===== config.mk =====
export PLATFORM = sky130hd
export DESIGN_NAME = multicycle_controlunit
export DESIGN_NICKNAME = d
export VERILOG_FILES = /design/src/rtl/multicycle_controlunit_pkg.sv /design/src/rtl/multicycle_controlunit_cond_check.sv /design/src/rtl/multicycle_controlunit.sv
export SDC_FILE = /design/constraint.sdc
export NUM_CORES = 1
export LEC_CHECK = 0
export CAP_MARGIN = 25
export CELL_PAD_IN_SITES_DETAIL_PLACEMENT = 1
export CELL_PAD_IN_SITES_GLOBAL_PLACEMENT = 2
export CORE_ASPECT_RATIO = 0.6
export CORE_MARGIN = 1.5
export CORE_UTILIZATION = 16
export CTS_CLUSTER_DIAMETER = 150
export DETAILED_ROUTE_END_ITERATION = 8
export GPL_TIMING_DRIVEN = 0
export PLACE_DENSITY = 0.71
export SLEW_MARGIN = 15
export SYNTH_ARGS = -nofsm -noshare
export SYNTH_HDL_FRONTEND = slang
export SYNTH_SLANG_ARGS = --single-unit

===== constraint.sdc =====
create_clock -name clk -period 1.5 [get_ports clk]
set_input_delay 0.3 -clock clk [delete_from_list [all_inputs] [get_ports clk]]
set_output_delay 0.3 -clock clk [all_outputs]
set_load 0.05 [all_outputs]

===== src/rtl/multicycle_controlunit_pkg.sv =====
// Shared encodings for the multicycle UWARM control unit: FSM states, ALU
// control values, data-processing command codes and ARM condition codes.
package multicycle_controlunit_pkg;

  typedef enum logic [3:0] {
    FETCH  = 4'd0,
    DECODE = 4'd1,
    MEMADR = 4'd2,
    MEMRD  = 4'd3,
    MEMWB  = 4'd4,
    MEMWR  = 4'd5,
    EXER   = 4'd6,
    EXEI   = 4'd7,
    ALUWB  = 4'd8,
    BRANCH = 4'd9
  } state_t;

  localparam logic [2:0] ALU_ADD = 3'b000;
  localparam logic [2:0] ALU_SUB = 3'b001;
  localparam logic [2:0] ALU_AND = 3'b010;
  localparam logic [2:0] ALU_ORR = 3'b011;
  localparam logic [2:0] ALU_EOR = 3'b100;

  localparam logic [3:0] CMD_AND = 4'b0000;
  localparam logic [3:0] CMD_EOR = 4'b0001;
  localparam logic [3:0] CMD_SUB = 4'b0010;
  localparam logic [3:0] CMD_ADD = 4'b0100;
  localparam logic [3:0] CMD_CMP = 4'b1010;
  localparam logic [3:0] CMD_ORR = 4'b1100;

  localparam logic [1:0] OP_DP  = 2'b00;
  localparam logic [1:0] OP_MEM = 2'b01;
  localparam logic [1:0] OP_BR  = 2'b10;

  localparam logic [3:0] COND_EQ = 4'b0000;
  localparam logic [3:0] COND_NE = 4'b0001;
  localparam logic [3:0] COND_CS = 4'b0010;
  localparam logic [3:0] COND_CC = 4'b0011;
  localparam logic [3:0] COND_MI = 4'b0100;
  localparam logic [3:0] COND_PL = 4'b0101;
  localparam logic [3:0] COND_VS = 4'b0110;
  localparam logic [3:0] COND_VC = 4'b0111;
  localparam logic [3:0] COND_HI = 4'b1000;
  localparam logic [3:0] COND_LS = 4'b1001;
  localparam logic [3:0] COND_GE = 4'b1010;
  localparam logic [3:0] COND_LT = 4'b1011;
  localparam logic [3:0] COND_GT = 4'b1100;
  localparam logic [3:0] COND_LE = 4'b1101;
  localparam logic [3:0] COND_AL = 4'b1110;
  localparam logic [3:0] COND_NV = 4'b1111;

  function automatic logic dp_supported(input logic [3:0] cmd, input logic en_eor);
    case (cmd)
      CMD_ADD, CMD_SUB, CMD_AND, CMD_ORR, CMD_CMP: dp_supported = 1'b1;
      CMD_EOR:                                     dp_supported = en_eor;
      default:                                     dp_supported = 1'b0;
    endcase
  endfunction

  function automatic logic [2:0] dp_alu_ctl(input logic [3:0] cmd);
    case (cmd)
      CMD_SUB, CMD_CMP: dp_alu_ctl = ALU_SUB;
      CMD_AND:          dp_alu_ctl = ALU_AND;
      CMD_ORR:          dp_alu_ctl = ALU_ORR;
      CMD_EOR:          dp_alu_ctl = ALU_EOR;
      default:          dp_alu_ctl = ALU_ADD;
    endcase
  endfunction

endpackage


===== src/rtl/multicycle_controlunit_cond_check.sv =====
// ARM condition-code evaluation: cond field plus NZCV gives the execute
// qualifier. Purely combinational so the pipelined core can reuse it.
module multicycle_controlunit_cond_check
  import multicycle_controlunit_pkg::*;
(
  input  logic [3:0] cond,
  input  logic [3:0] nzcv,
  output logic       ok
);

  logic n, z, c, v;
  assign {n, z, c, v} = nzcv;

  always_comb begin
    ok = 1'b1;
    case (cond)
      COND_EQ: ok = z;
      COND_NE: ok = !z;
      COND_CS: ok = c;
      COND_CC: ok = !c;
      COND_MI: ok = n;
      COND_PL: ok = !n;
      COND_VS: ok = v;
      COND_VC: ok = !v;
      COND_HI: ok = c && !z;
      COND_LS: ok = !c || z;
      COND_GE: ok = (n == v);
      COND_LT: ok = (n != v);
      COND_GT: ok = !z && (n == v);
      COND_LE: ok = z || (n != v);
      COND_AL: ok = 1'b1;
      COND_NV: ok = 1'b1;
    endcase
  end

endmodule


===== src/rtl/multicycle_controlunit.sv =====
// Multicycle UWARM control FSM: sequences FETCH/DECODE/EXE/MEM/WB, owns the
// NZCV register and gates architectural writes with the registered cond_ok.
module multicycle_controlunit
  import multicycle_controlunit_pkg::*;
#(
  parameter int         ALUCTL_W = 3,
  parameter bit         EN_EOR   = 1'b1,
  parameter logic [3:0] FLAG_RST = 4'b0000
) (
  input  logic                clk,
  input  logic                rst_n,
  input  logic [31:0]         instr,
  input  logic [3:0]          flags,
  output logic                pc_write,
  output logic                adr_src,
  output logic                mem_write,
  output logic                ir_write,
  output logic [1:0]          result_src,
  output logic                alu_src_a,
  output logic [1:0]          alu_src_b,
  output logic [ALUCTL_W-1:0] alu_control,
  output logic [1:0]          imm_src,
  output logic [1:0]          reg_src,
  output logic                reg_write,
  output logic [3:0]          state_o
);

  state_t     state;
  logic [3:0] nzcv;
  logic       cond_ok;
  logic       cond_now;

  logic [3:0] cond;
  logic [1:0] op;
  logic       imm_bit;
  logic [3:0] cmd;
  logic       s_bit;
  logic [3:0] rd;
  logic       is_cmp;
  logic       is_arith;
  logic       rd_pc;
  logic       unused_bits;

  assign cond     = instr[31:28];
  assign op       = instr[27:26];
  assign imm_bit  = instr[25];
  assign cmd      = instr[24:21];
  assign s_bit    = instr[20];
  assign rd       = instr[15:12];
  assign is_cmp   = (cmd == CMD_CMP);
  assign is_arith = (cmd == CMD_ADD) || (cmd == CMD_SUB);
  assign rd_pc    = (rd == 4'd15);
  assign unused_bits = ^{instr[19:16], instr[11:0]};

  assign imm_src = op;
  assign reg_src = {(op == OP_MEM) && !s_bit, (op == OP_BR)};
  assign state_o = state;

  multicycle_controlunit_cond_check u_cond_check (
    .cond (cond),
    .nzcv (nzcv),
    .ok   (cond_now)
  );

  // cond_ok is only captured in DECODE and flags only move on the EXE exit
  // edge, so a flag write never races the condition check.
  always_ff @(posedge clk or negedge rst_n) begin
    if (!rst_n) begin
      state   <= FETCH;
      nzcv    <= FLAG_RST;
      cond_ok <= 1'b0;
    end else begin
      case (state)
        FETCH: state <= DECODE;
        DECODE: begin
          cond_ok <= cond_now;
          case (op)
            OP_MEM: state <= MEMADR;
            OP_BR:  state <= BRANCH;
            OP_DP: begin
              if (!dp_supported(cmd, EN_EOR)) state <= FETCH;
              else if (imm_bit)               state <= EXEI;
              else                            state <= EXER;
            end
            default: state <= FETCH;
          endcase
        end
        MEMADR: state <= s_bit ? MEMRD : MEMWR;
        MEMRD:  state <= MEMWB;
        EXER, EXEI: begin
          if (cond_ok) begin
            if (is_cmp || s_bit)              nzcv[3:2] <= flags[3:2];
            if (is_cmp || (s_bit && is_arith)) nzcv[1:0] <= flags[1:0];
          end
          state <= ALUWB;
        end
        default: state <= FETCH;
      endcase
    end
  end

  always_comb begin
    pc_write    = 1'b0;
    adr_src     = 1'b0;
    mem_write   = 1'b0;
    ir_write    = 1'b0;
    result_src  = 2'b00;
    alu_src_a   = 1'b0;
    alu_src_b   = 2'b00;
    alu_control = ALUCTL_W'(ALU_ADD);
    reg_write   = 1'b0;
    case (state)
      FETCH: begin
        ir_write   = 1'b1;
        pc_write   = 1'b1;
        alu_src_a  = 1'b1;
        alu_src_b  = 2'b10;
        result_src = 2'b10;
      end
      DECODE: begin
        alu_src_a  = 1'b1;
        alu_src_b  = 2'b10;
        result_src = 2'b10;
      end
      MEMADR: alu_src_b = 2'b01;
      MEMRD:  adr_src   = 1'b1;
      MEMWB: begin
        result_src = 2'b01;
        pc_write   = cond_ok && rd_pc;
        reg_write  = cond_ok && !rd_pc;
      end
      MEMWR: begin
        adr_src   = 1'b1;
        mem_write = cond_ok;
      end
      EXER, EXEI: begin
        alu_src_b   = (state == EXEI) ? 2'b01 : 2'b00;
        alu_control = ALUCTL_W'(dp_alu_ctl(cmd));
      end
      ALUWB: begin
        pc_write  = cond_ok && !is_cmp && rd_pc;
        reg_write = cond_ok && !is_cmp && !rd_pc;
      end
      BRANCH: begin
        alu_src_b  = 2'b01;
        result_src = 2'b10;
        pc_write   = cond_ok;
      end
      default: ;
    endcase
    // Reset holds state at FETCH; suppress its enables until release.
    if (!rst_n) begin
      pc_write  = 1'b0;
      ir_write  = 1'b0;
      mem_write = 1'b0;
      reg_write = 1'b0;
    end
  end

endmodule

# == Yosys cells after proc, flatten, opt, wreduce, memory -nomap -nowiden ==
# Cells that the tools add are included.
# word_totals
regBits,9
output_inout_bits,21
wordCells,97
# op_classes
n_eq_ne,34
muxes,24
n_reduce_logical,35
# op_table
op,n
$eq A4 B4 Y1 const B,13
$eq A4 B3 Y1 const B,9
$eq A4 B2 Y1 const B,5
$pmux W4 S5,1
$pmux W1 S15,1
$mux W1,13
$eq A4 B1 Y1 const B,3
$logic_not A4 Y1,3
$pmux W3 S4,1
$pmux W4 S3,1
$reduce_or A2 Y1,6
$logic_and A1 B1 Y1,9
$mux W3,3
$logic_not A1 Y1,7
$pmux W2 S3,1
$reduce_and A3 Y1,2
$reduce_or A6 Y1,1
$logic_or A1 B1 Y1,5
$pmux W1 S4,1
$pmux W2 S2,1
$reduce_or A3 Y1,1
$eq A2 B1 Y1 const B,1
$eq A2 B2 Y1 const B,1
$logic_not A2 Y1,1
3 further kinds,3

# == Longest topological paths before layout ==
# Gate-level depths: netlist of the first run.
# logic_depth
depth_word,8
mapped_depth,6

# == Cells and area by module ==
# Synthesis of the first run repeated with hierarchy kept, for this count alone.
# unflattened
cells_unflattened,116
area_unflattened_um2,952.2
# by_module_without_submodules
module,n_inst,cells_each,area_per_inst_um2,seq_area_each_um2
multicycle_controlunit,1,87,750.7,225.2
multicycle_controlunit_cond_check,1,29,201.4,0.0

# == Worst setup path before layout of the first run ==
# Ideal clock, no wire load.
# synth_timing
kind,register -> output
startpoint,register state[2] (netlist: state_o[2])
endpoint,output port alu_control[2]
t_arrival_ns,2.587
slack_ns,-1.387
path_stages_with_launch,3
path_cell_list,dfrtp_1 > nand3b_1 > nor4bb_1
# synth_between
elab_chain_len,3
word_cells_on_any_way,4
cone_classes,eq/ne: 2; mux: 1; reduce/logical: 1
# synth_lines
element,line_no,text
from (decl),multicycle_controlunit.sv:28,state_t state;
from (signal assigned),multicycle_controlunit.sv:88,MEMADR: state <= s_bit ? MEMRD : MEMWR;
$eq A4 B3 Y1,multicycle_controlunit.sv:112,case (state)
$reduce_or A2 Y1 (*),multicycle_controlunit.sv:112,
$mux W3 (*),multicycle_controlunit.sv:112,
to (decl),multicycle_controlunit.sv:21,"output logic [ALUCTL_W-1:0] alu_control,"
# Mark *: on every way between the ends. The rest lies on a longest branch, timed or not.

# == Worst setup path after layout of the first run ==
# layout_timing
startpoint,register state[2] (netlist: state_o[2])
endpoint,output port pc_write
# layout_between
elab_chain_len,3
word_cells_on_any_way,6
cone_classes,eq/ne: 3; mux: 2; reduce/logical: 1
# layout_lines
element,line_no,text
$eq A4 B4 Y1 (tied with other cells),multicycle_controlunit.sv:112,
$pmux W1 S4 (*),multicycle_controlunit.sv:112,
$mux W1 (*),multicycle_controlunit.sv:152,if (!rst_n) begin
to (decl),multicycle_controlunit.sv:14,"output logic pc_write,"
# Marked as above.

==> results of run 1 <==
==> layout make-up <==
type / count / area [um2] / share of cell area, %
multi-input cells: 90 / 846 / 41.8
repair buffers: 74 / 732 / 36.1
flip-flops and latches: 9 / 231 / 11.4
well taps: 66 / 82.6 / 4.08
plain buffers: 6 / 66.3 / 3.27
clock buffers: 4 / 45.0 / 2.22
inverters: 5 / 22.5 / 1.11
==> worst max-delay path: stages, from the launching register on <==
cell and delay (ns):
dfrtp_2 0.42, or3b_1 0.37, a21oi_2 0.18, a22oi_2 0.11, nor2b_4 0.13, buf_8 0.15
==> synth_stat cells (all sizes together), types with 2 or more instances <==
| cell type | n |
|---|---|
| nor2 | 13 |
| nand3b | 2 |
| nor3b | 4 |
| nor4bb | 2 |
| inv | 5 |
| mux2i | 3 |
| nand2b | 4 |
| nand2 | 9 |
| nor4b | 3 |
| buf | 6 |
| xnor2 | 2 |
| a31oi | 2 |
| o21ai | 5 |
| a21oi | 5 |
| o311ai | 2 |
| xor2 | 2 |
| mux2 | 5 |
| nor4 | 2 |
| o22ai | 3 |
| dfrtp | 9 |
| and2 | 2 |
| nor3 | 4 |
| a211oi | 2 |
| nand3 | 2 |
==> sequential cells by signal, summed over array words and instances (netlist names) <==
| register | flops |
|---|---|
| nzcv | 4 |
| state_o | 4 |
| cond_ok | 1 |
==> per-stage QoR <==
stage | instances | worst slack (ns) | hold WS (ns) | util [%]
finish | 254 | -0.394 | 0.0540 | 38.5
global route | 254 | -0.473 | 0.0712 | 38.5
CTS | 244 | -0.404 | 0.0545 | 35.6
detailed placement | 217 | -1.58 | 0.559 | 29.4
global placement | 217 | -1.56 | 0.526 | 29.4
floorplan | 111 | -0.593 | 0.00441 | -
==> metal layers <==
layer	global-route usage (%)	routed length, um
met1	16.8	1860
met2	22.4	1960
met3	1.02	118
met4	5.43	42
met5	0	0
==> what timing repair did <==
item | 4_1_cts | 5_1_grt
pin swaps | 11 | 13
setup endpoints to repair | 29 | 20
gates resized for setup | 172 | 24
setup buffers | 23 | 13
==> how the worst max path moves through the flow <==
stage	startpoint	endpoint	slack, ns	depth (start not counted)
6_report	state_o[2]$_DFF_PN0_	pc_write	-0.39	5
5_1_grt	state_o[2]$_DFF_PN0_	pc_write	-0.47	5
4_1_cts	state_o[2]$_DFF_PN0_	pc_write	-0.40	5
3_5_place_dp	instr[21]	pc_write	-1.58	7
3_3_place_gp	instr[21]	pc_write	-1.56	7
2_1_floorplan	state_o[3]$_DFF_PN0_	alu_control[2]	-0.59	2
==> cells by family after synthesis <==
group                     Yosys count  synth area share, %
AOI/OAI and AO/OA                  25                 18.6
xor gates and xnor gates            4                 3.88
buffers and inverters              12                 7.21
DFF                                 9                 25.0
muxes                               8                 9.57
and+or+nand+nor                    53                 35.8
==> power groups by stage <==
stage | logic [mW] | registers (mW) | clock network (mW)
finish | 2.77 | 0.502 | 0.283
global route | 2.92 | 0.518 | 0.302
CTS | 2.46 | 0.486 | 0.291
detailed placement | 1.85 | 0.539 | 0
global placement | 1.82 | 0.524 | 0
floorplan | 1.22 | 0.609 | 0
==> impl_metrics.env, run 1 <==
export IMPL_run_status="finished, violations left"
export IMPL_failed_checks="negative setup slack"
export IMPL_worst_hold_path_type="input port to asynchronous set/reset pin"
export IMPL_die_area_mm2=0.00611
export IMPL_floorplan_initialDensity_pct=17.2
export IMPL_port_buffer_count=40
export IMPL_layout_drive_gt1_share_pct=58.0
export IMPL_critical_path_reg2reg_endpoint="nzcv[0]$_DFFE_PN0P_"
export IMPL_final_nets=227
export IMPL_post_route_worst_setup_slack_ns=-0.394
export IMPL_1st_pass_router_iterations=4
export IMPL_cts_hold_repair_buffers=0
export IMPL_fp_coreArea_mm2=0.00526
export IMPL_cell_internal_pwr_mw=1.87
export IMPL_postSynth_asyncResetShare_pct=100
export IMPL_die_ht_um=61.2
export IMPL_avgSynthCellArea_um2=8.13
export IMPL_seq_power_share_pct=14.1
export IMPL_route_final_wire_length_mm=3.98
export IMPL_critical_path_data_arrival_time_ns=1.59
export IMPL_dr_first_iter_drc_count=59
export IMPL_reg2reg_depth=5
export IMPL_min_period_ns=1.89
export IMPL_fill_cells=604
export IMPL_synth_cell_types=47
export IMPL_crit_reg2reg_launch="state_o[3]$_DFF_PN0_"
export IMPL_static_leakage_power_nw=0.894
export IMPL_placement_rows=20
export IMPL_synth_largest_area_cell="dfrtp_1"
export IMPL_clock_tree_root_cell="clkbuf_8"
export IMPL_synth_enable_flop_cells=0
export IMPL_power_switching_fraction_pct=47.3
export IMPL_route_detailed_vias_per_inst=4.61
export IMPL_cts_htree_levels=1
export IMPL_p_clk_share_pct=8.0
export IMPL_timing_critical_path_from_type="flop"
export IMPL_dp_final_hpwl_mm=2.63
export IMPL_cts_tree="yes"
export IMPL_power_net_switching_mw=1.68
export IMPL_drt_drc_violations_left=0
export IMPL_critical_path_endpoint_type="output port"
export IMPL_syn_cell_area_um2=902
export IMPL_antenna_found_initial=0
export IMPL_number_of_buffers_created_by_cts=3
export IMPL_synth_top_cells_by_area="dfrtp_1 25%, nor2_1 5.0%, mux2_2 3.7%"
export IMPL_post_synth_inst_count=111
export IMPL_placed_area_mm2=0.00155
export IMPL_grt_setup_unrepaired="yes"
export IMPL_final_period_util_pct=126
export IMPL_postLayoutCellArea_mm2=0.00203
export IMPL_worst_case_headroom_to_the_max_slew_limit_pct=73.4
export IMPL_combPwrFrac_pct=77.9
export IMPL_antenna_violating_nets_post_route=0
export IMPL_grt_pass1_wl_mm=6.01
export IMPL_critPathRequiredTime_ns=1.20
export IMPL_postSynthRegisterBits=9
export IMPL_ys_dominant_reg_cell="dfrtp_1"
export IMPL_critPathKind="flop to output port"
export IMPL_num_io_pins=59
export IMPL_synth_warnings=0
export IMPL_timing_max_transition_violations_final=0
export IMPL_least_margin_pin_slew_ns=0.394
export IMPL_grt_pass1_vias=1173
export IMPL_synth_top_area_share_pct=25.0
export IMPL_setup_reg_to_reg_worst_slack_ns=-0.19
export IMPL_groute_usage_overall_pct=12.8
export IMPL_vdd_drop_max_v=0.000783
export IMPL_synth_net_count=149
export IMPL_finalHoldViolations=0
export IMPL_setup_tns_final_ns=-4.18
export IMPL_largest_net_degree_at_the_start_of_global_routing=14
export IMPL_clock_sinks=9
export IMPL_most_common_layout_cells="26 x buf_4, 25 x buf_6, 9 x clkdlybuf4s50_1, 8 x nand2_1, 7 x nor2_1"
export IMPL_clock_fmax_mhz=528
export IMPL_gp_congestion=0.737
export IMPL_post_layout_total_power_mw=3.56
export IMPL_area_growth_pct=125
export IMPL_setup_viol=18
export IMPL_clock_latency_ns=0.23
export IMPL_drv_max_cap_violation_count=0
export IMPL_cts_max_path_buffers=2
export IMPL_floorplan_die_width_um=99.9
export IMPL_drt_wirelength_per_cell_um=15.7
export IMPL_globalRoute_totalOverflow=0
export IMPL_clkTransAtPathRegs_ns=0.05
export IMPL_worst_path_max_fanout=3
export IMPL_ant_diodes=0
export IMPL_detailed_route_via_count=1170
export IMPL_synth_sequential_area_ratio_pct=25.0
export IMPL_skew_ns=0.000682
export IMPL_layout_cells_most_common="buf_4"
export IMPL_cellPowerDensity_mw_per_mm2=1760
(Power assumes the default switching activity.)
==> run 2: changes to the inputs <==
--- a/config.mk
+++ b/config.mk
@@ -10,5 +10,4 @@
 export CELL_PAD_IN_SITES_GLOBAL_PLACEMENT = 2
 export CORE_ASPECT_RATIO = 0.6
-export CORE_MARGIN = 1.5
 export CORE_UTILIZATION = 16
 export CTS_CLUSTER_DIAMETER = 150
==> constraint.sdc (replaced) <==
create_clock -name clk -period 1.5 [get_ports clk]
set_input_delay 0.3 -clock clk [delete_from_list [all_inputs] [get_ports clk]]
set_output_delay 0.3 -clock clk [all_outputs]
set_load 0.005 [all_outputs]
==> run 2 against run 1 <==
Effect of this change:
- the run still ends with negative setup slack left
- via count decreased by 3.5%
- global-route usage is essentially flat
- core utilization down 4.6 points
- total power fell by 32%
- critical path depth is 1 lower
- non-clock buffer count shrank 8
- sequential power fell by 3%
- highest routed layer unchanged
==> impl_metrics.env, run 2 (synthesis results as in run 1) <==
export IMPL_run_status="finished, violations left"
export IMPL_failed_checks="negative setup slack"
export IMPL_groute_usage_overall_pct=12.8
export IMPL_finish_cell_count_without_fillers=246
export IMPL_fill_cells=612
export IMPL_critical_path_data_arrival_time_ns=1.50
export IMPL_dp_slack_ns=-1.22
export IMPL_1st_pass_router_iterations=4
export IMPL_layout_cells_most_common="buf_4"
export IMPL_fp_coreArea_mm2=0.00523
export IMPL_antenna_violating_nets_post_route=0
export IMPL_cts_max_path_buffers=2
export IMPL_clock_tree_root_cell="clkbuf_8"
export IMPL_final_period_util_pct=120
export IMPL_post_layout_total_power_mw=2.42
export IMPL_floorplan_die_width_um=98.9
export IMPL_reg2reg_depth=5
export IMPL_route_final_wire_length_mm=3.44
export IMPL_globalRoute_totalOverflow=0
export IMPL_clock_latency_ns=0.23
export IMPL_hold_worst_slack_ns=0.0582
export IMPL_critical_path_reg2reg_endpoint="nzcv[1]$_DFFE_PN0P_"
export IMPL_critPathKind="flop to output port"
export IMPL_die_ht_um=60.2
export IMPL_setup_reg_to_reg_worst_slack_ns=-0.24
export IMPL_floorplan_initialDensity_pct=17.2
export IMPL_cts_htree_levels=1
export IMPL_worst_case_headroom_to_the_max_slew_limit_pct=73.8
export IMPL_critical_path_endpoint_type="output port"
export IMPL_cts_hold_repair_buffers=0
export IMPL_worst_path_max_fanout=4
export IMPL_clkTransAtPathRegs_ns=0.04
export IMPL_gp_congestion=0.744
export IMPL_cts_tree="yes"
export IMPL_most_common_layout_cells="20 x buf_4, 14 x buf_2, 12 x clkdlybuf4s50_1, 11 x buf_6, 8 x nand2_1"
export IMPL_clock_sinks=9
export IMPL_footprint_of_the_multi_input_gates_um2=793
export IMPL_largest_net_degree_at_the_start_of_global_routing=14
export IMPL_grt_setup_unrepaired="yes"
export IMPL_critPathRequiredTime_ns=1.20
export IMPL_area_growth_pct=96.7
export IMPL_dr_first_iter_drc_count=52
export IMPL_dp_final_hpwl_mm=2.36
export IMPL_drv_max_cap_violation_count=0
export IMPL_vdd_drop_max_v=0.000355
export IMPL_skew_ns=0.000132
export IMPL_number_of_buffers_created_by_cts=3
export IMPL_final_nets=219
export IMPL_timing_critical_path_from_type="flop"
export IMPL_antenna_found_initial=0
export IMPL_port_buffer_count=40
export IMPL_route_detailed_vias_per_inst=4.59
export IMPL_post_route_worst_setup_slack_ns=-0.302
export IMPL_setup_tns_final_ns=-3.39
export IMPL_detailed_route_via_count=1129
export IMPL_num_io_pins=59
export IMPL_clock_fmax_mhz=555
export IMPL_static_leakage_power_nw=0.821
export IMPL_placed_area_mm2=0.00139
export IMPL_placement_rows=20
export IMPL_min_period_ns=1.80
export IMPL_storage_cell_area_um2=229
export IMPL_drt_wirelength_per_cell_um=14.0
export IMPL_drt_drc_violations_left=0
export IMPL_timing_max_transition_violations_final=0
export IMPL_least_margin_pin_slew_ns=0.387
export IMPL_finalHoldViolations=0
export IMPL_setup_viol=19
export IMPL_ant_diodes=0
export IMPL_worst_hold_path_type="input port to asynchronous set/reset pin"
export IMPL_crit_reg2reg_launch="state_o[3]$_DFF_PN0_"
export IMPL_postLayoutCellArea_mm2=0.00177
export IMPL_place_detailed_instances=217
export IMPL_die_area_mm2=0.00595
export IMPL_cellPowerDensity_mw_per_mm2=1360
export IMPL_grt_pass1_vias=1173
export IMPL_grt_pass1_wl_mm=5.89
export IMPL_layout_drive_gt1_share_pct=50.0
export IMPL_finalCoreUtilization_pct=33.9
-- run 2: cell count changes in the layout (fill, tap and decap cells not counted), sizes merged --
cell,before,now
clkdlybuf4s50,9,12
clkbuf,5,7
inv,4,5
clkinvlp,1,0
buf,59,46
clkdlybuf4s15,5,4
dlygate4sd2,5,6
-- run 2: worst max path at each step --
stage	from	cells past startpoint	endpoint
floorplan	state_o[2]$_DFF_PN0_	4	pc_write
global placement	instr[22]	7	pc_write
detailed placement	instr[24]	7	pc_write
CTS	state_o[3]$_DFF_PN0_	4	alu_control[2]
global route	state_o[3]$_DFF_PN0_	7	pc_write
finish	state_o[3]$_DFF_PN0_	4	alu_control[1]
-- run 2: what timing repair did --
action                                  CTS  global route
buffers inserted                         26             0
cloned                                    0             0
gates resized for setup                 134             9
endpoints found under the setup margin   25            23
pin swaps                                15             9
-- run 2: power by group --
| group | internal, mW | leakage, nW | switching [mW] |
|---|---|---|---|
| sequential | 0.337 | 0.114 | 0.151 |
| clock | 0.185 | 0.0228 | 0.0947 |
| combinational | 0.951 | 0.683 | 0.699 |
-- run 2: final cells by class --
cell class                 instances  share of cell area (%)
tap                               66                    4.65
clock buffer                       4                    2.54
sequential                         9                    12.9
buffer                             6                    2.89
multi-input combinational         90                    44.7
timing repair buffer              66                    31.1
inverter                           5                    1.20
-- run 2: per-layer routing --
layer  vias up  routed length, um  track usage, %
li1        547                  -               -
met1       545               1630            16.2
met2        35               1590            22.2
met3         2                205            2.69
met4         0                 14            3.84
met5         -                  0               0
-- run 2: critical path, stage by stage (launching register included) --
cell and delay [ns]:
dfrtp_2 0.41, nand3b_1 0.27, buf_6 0.19, nor4_4 0.24
buf_2 0.16
==> run 3: changes to the inputs <==
PLACE_DENSITY = 0.78   (was 0.71)
==> run 3 against run 2 <==
Effect of this change:
- the run still ends with negative setup slack left
- die area did not move
- total power rose by 6.7%
- count of clock-buffer cells in the layout did not move
- wire length rose by 4.8%
- sequential share of layout area fell by 0.63 points
- core utilization rose by 1.7 points
- final cell count rose by 2.0%
- combinational power rose by 9%
- hold slack got worse by 0.0018 ns
- maximum frequency fell by 1.6%
- first-iteration DRC count fell by 50%
- clock skew rose by 0.0018 ns
- critical endpoint is now cond_ok$_DFFE_PN0P_
- largest cell class unchanged
==> impl_metrics.env, run 3 (synthesis results as in run 1) <==
export IMPL_run_status="finished, violations left"
export IMPL_failed_checks="negative setup slack"
export IMPL_timing_max_transition_violations_final=0
export IMPL_setup_viol=18
export IMPL_ant_diodes=0
export IMPL_worst_case_headroom_to_the_max_slew_limit_pct=73.4
export IMPL_clock_tree_root_cell="clkbuf_8"
export IMPL_grt_setup_unrepaired="yes"
export IMPL_area_growth_pct=107
export IMPL_1st_pass_router_iterations=4
export IMPL_fp_coreArea_mm2=0.00523
export IMPL_least_margin_pin_slew_ns=0.394
export IMPL_vdd_drop_max_v=0.000352
export IMPL_worst_path_max_fanout=4
export IMPL_final_period_util_pct=122
export IMPL_postLayoutCellArea_mm2=0.00187
export IMPL_layout_cells_most_common="buf_4"
export IMPL_finish_cell_count_without_fillers=251
export IMPL_critPathRequiredTime_ns=1.62
export IMPL_dr_first_iter_drc_count=26
export IMPL_route_final_wire_length_mm=3.61
export IMPL_dp_final_hpwl_mm=2.29
export IMPL_timing_critical_path_from_type="flop"
export IMPL_finalHoldViolations=0
export IMPL_cts_max_path_buffers=2
export IMPL_route_detailed_vias_per_inst=4.57
export IMPL_hold_worst_slack_ns=0.0565
export IMPL_clock_fmax_mhz=546
export IMPL_worst_hold_path_type="input port to asynchronous set/reset pin"
export IMPL_post_route_worst_setup_slack_ns=-0.332
export IMPL_critical_path_endpoint_type="flop"
export IMPL_detailed_route_via_count=1147
export IMPL_clock_latency_ns=0.24
export IMPL_clkTransAtPathRegs_ns=0.05
export IMPL_gp_congestion=0.714
export IMPL_cts_tree="yes"
export IMPL_place_detailed_instances=217
export IMPL_die_area_mm2=0.00595
export IMPL_critical_path_data_arrival_time_ns=1.95
export IMPL_antenna_violating_nets_post_route=0
export IMPL_die_ht_um=60.2
export IMPL_number_of_buffers_created_by_cts=3
export IMPL_port_buffer_count=40
export IMPL_num_io_pins=59
export IMPL_clock_sinks=9
export IMPL_placement_rows=20
export IMPL_dp_slack_ns=-1.20
export IMPL_skew_ns=0.00190
export IMPL_setup_tns_final_ns=-4.46
export IMPL_reg2reg_depth=9
export IMPL_static_leakage_power_nw=0.841
export IMPL_crit_reg2reg_launch="state_o[2]$_DFF_PN0_"
export IMPL_drt_wirelength_per_cell_um=14.4
export IMPL_drt_drc_violations_left=0
export IMPL_groute_usage_overall_pct=12.3
export IMPL_drv_max_cap_violation_count=0
export IMPL_globalRoute_totalOverflow=0
export IMPL_antenna_found_initial=0
export IMPL_critPathKind="flop to flop"
export IMPL_cts_hold_repair_buffers=0
export IMPL_grt_pass1_vias=1138
export IMPL_cellPowerDensity_mw_per_mm2=1380
export IMPL_min_period_ns=1.83
export IMPL_largest_net_degree_at_the_start_of_global_routing=14
export IMPL_most_common_layout_cells="21 x buf_4, 18 x buf_6, 12 x clkdlybuf4s50_1, 12 x buf_2, 8 x nand2_1"
export IMPL_critical_path_reg2reg_endpoint="cond_ok$_DFFE_PN0P_"
export IMPL_setup_reg_to_reg_worst_slack_ns=-0.33
export IMPL_layout_drive_gt1_share_pct=54.1
export IMPL_floorplan_die_width_um=98.9
export IMPL_grt_pass1_wl_mm=5.75
export IMPL_placed_area_mm2=0.00139
export IMPL_final_nets=224
export IMPL_floorplan_initialDensity_pct=17.2
export IMPL_cts_htree_levels=1
run 3: cell types whose count changed in the layout (fill, tap and decap cells not counted), sizes merged:
cell	previous run	this run
buf	46	53
clkbuf	7	6
dlygate4sd2	6	5
run 3: how the worst max path moves through the flow:
| stage | from | slack [ns] | cells past startpoint | endpoint |
|---|---|---|---|---|
| after floorplan | state_o[2]$_DFF_PN0_ | 0.002 | 4 | pc_write |
| after global placement | instr[22] | -1.19 | 7 | pc_write |
| after detailed placement | instr[22] | -1.20 | 7 | pc_write |
| after CTS | state_o[2]$_DFF_PN0_ | -0.32 | 5 | pc_write |
| after global routing | state_o[3]$_DFF_PN0_ | -0.44 | 5 | pc_write |
| final | state_o[2]$_DFF_PN0_ | -0.33 | 9 | cond_ok$_DFFE_PN0P_ |
run 3: power breakdown:
group          internal [mW]  leakage [nW]  switching (mW)
registers              0.336         0.114           0.151
clock network          0.186        0.0228           0.108
logic                   1.04         0.704           0.759
run 3: cell type report:
cell class / count / area [um2]
tap: 66 / 82.6
fill: 612 / 3360
clock buffer: 4 / 45.0
buffer: 6 / 52.6
sequential: 9 / 229
inverter: 5 / 21.3
multi-input combinational: 90 / 816
timing repair buffer: 71 / 619
run 3: through the flow:
stage | utilization (%) | power (mW)
6_report | 35.7 | 2.58
5_1_grt | 35.7 | 2.79
4_1_cts | 31.9 | 2.18
3_5_place_dp | 26.5 | 1.55
3_3_place_gp | 26.5 | 1.53
2_1_floorplan | - | 1.01
run 3: repair_timing:
action	4_1_cts	5_1_grt
pin swaps	13	14
gates resized for setup	122	41
endpoints found under the setup margin	25	23
setup buffers	21	13
run 3: routing by layer:
layer | track usage, % | vias to the layer above | share of wire [%]
li1 | - | 559 | -
met1 | 17.0 | 553 | 50
met2 | 20.0 | 32 | 44
met3 | 2.81 | 3 | 4.9
met4 | 2.13 | 0 | 0.30
met5 | 0 | - | 0
run 3: critical path: stages (launching register included):
cell      delay, ns
dfrtp_2        0.41
buf_4          0.14
buf_6          0.12
or2_4          0.26
buf_6          0.13
buf_6          0.12
nor2_4         0.14
o311ai_4       0.11
a211oi_2       0.22
a21oi_2        0.08
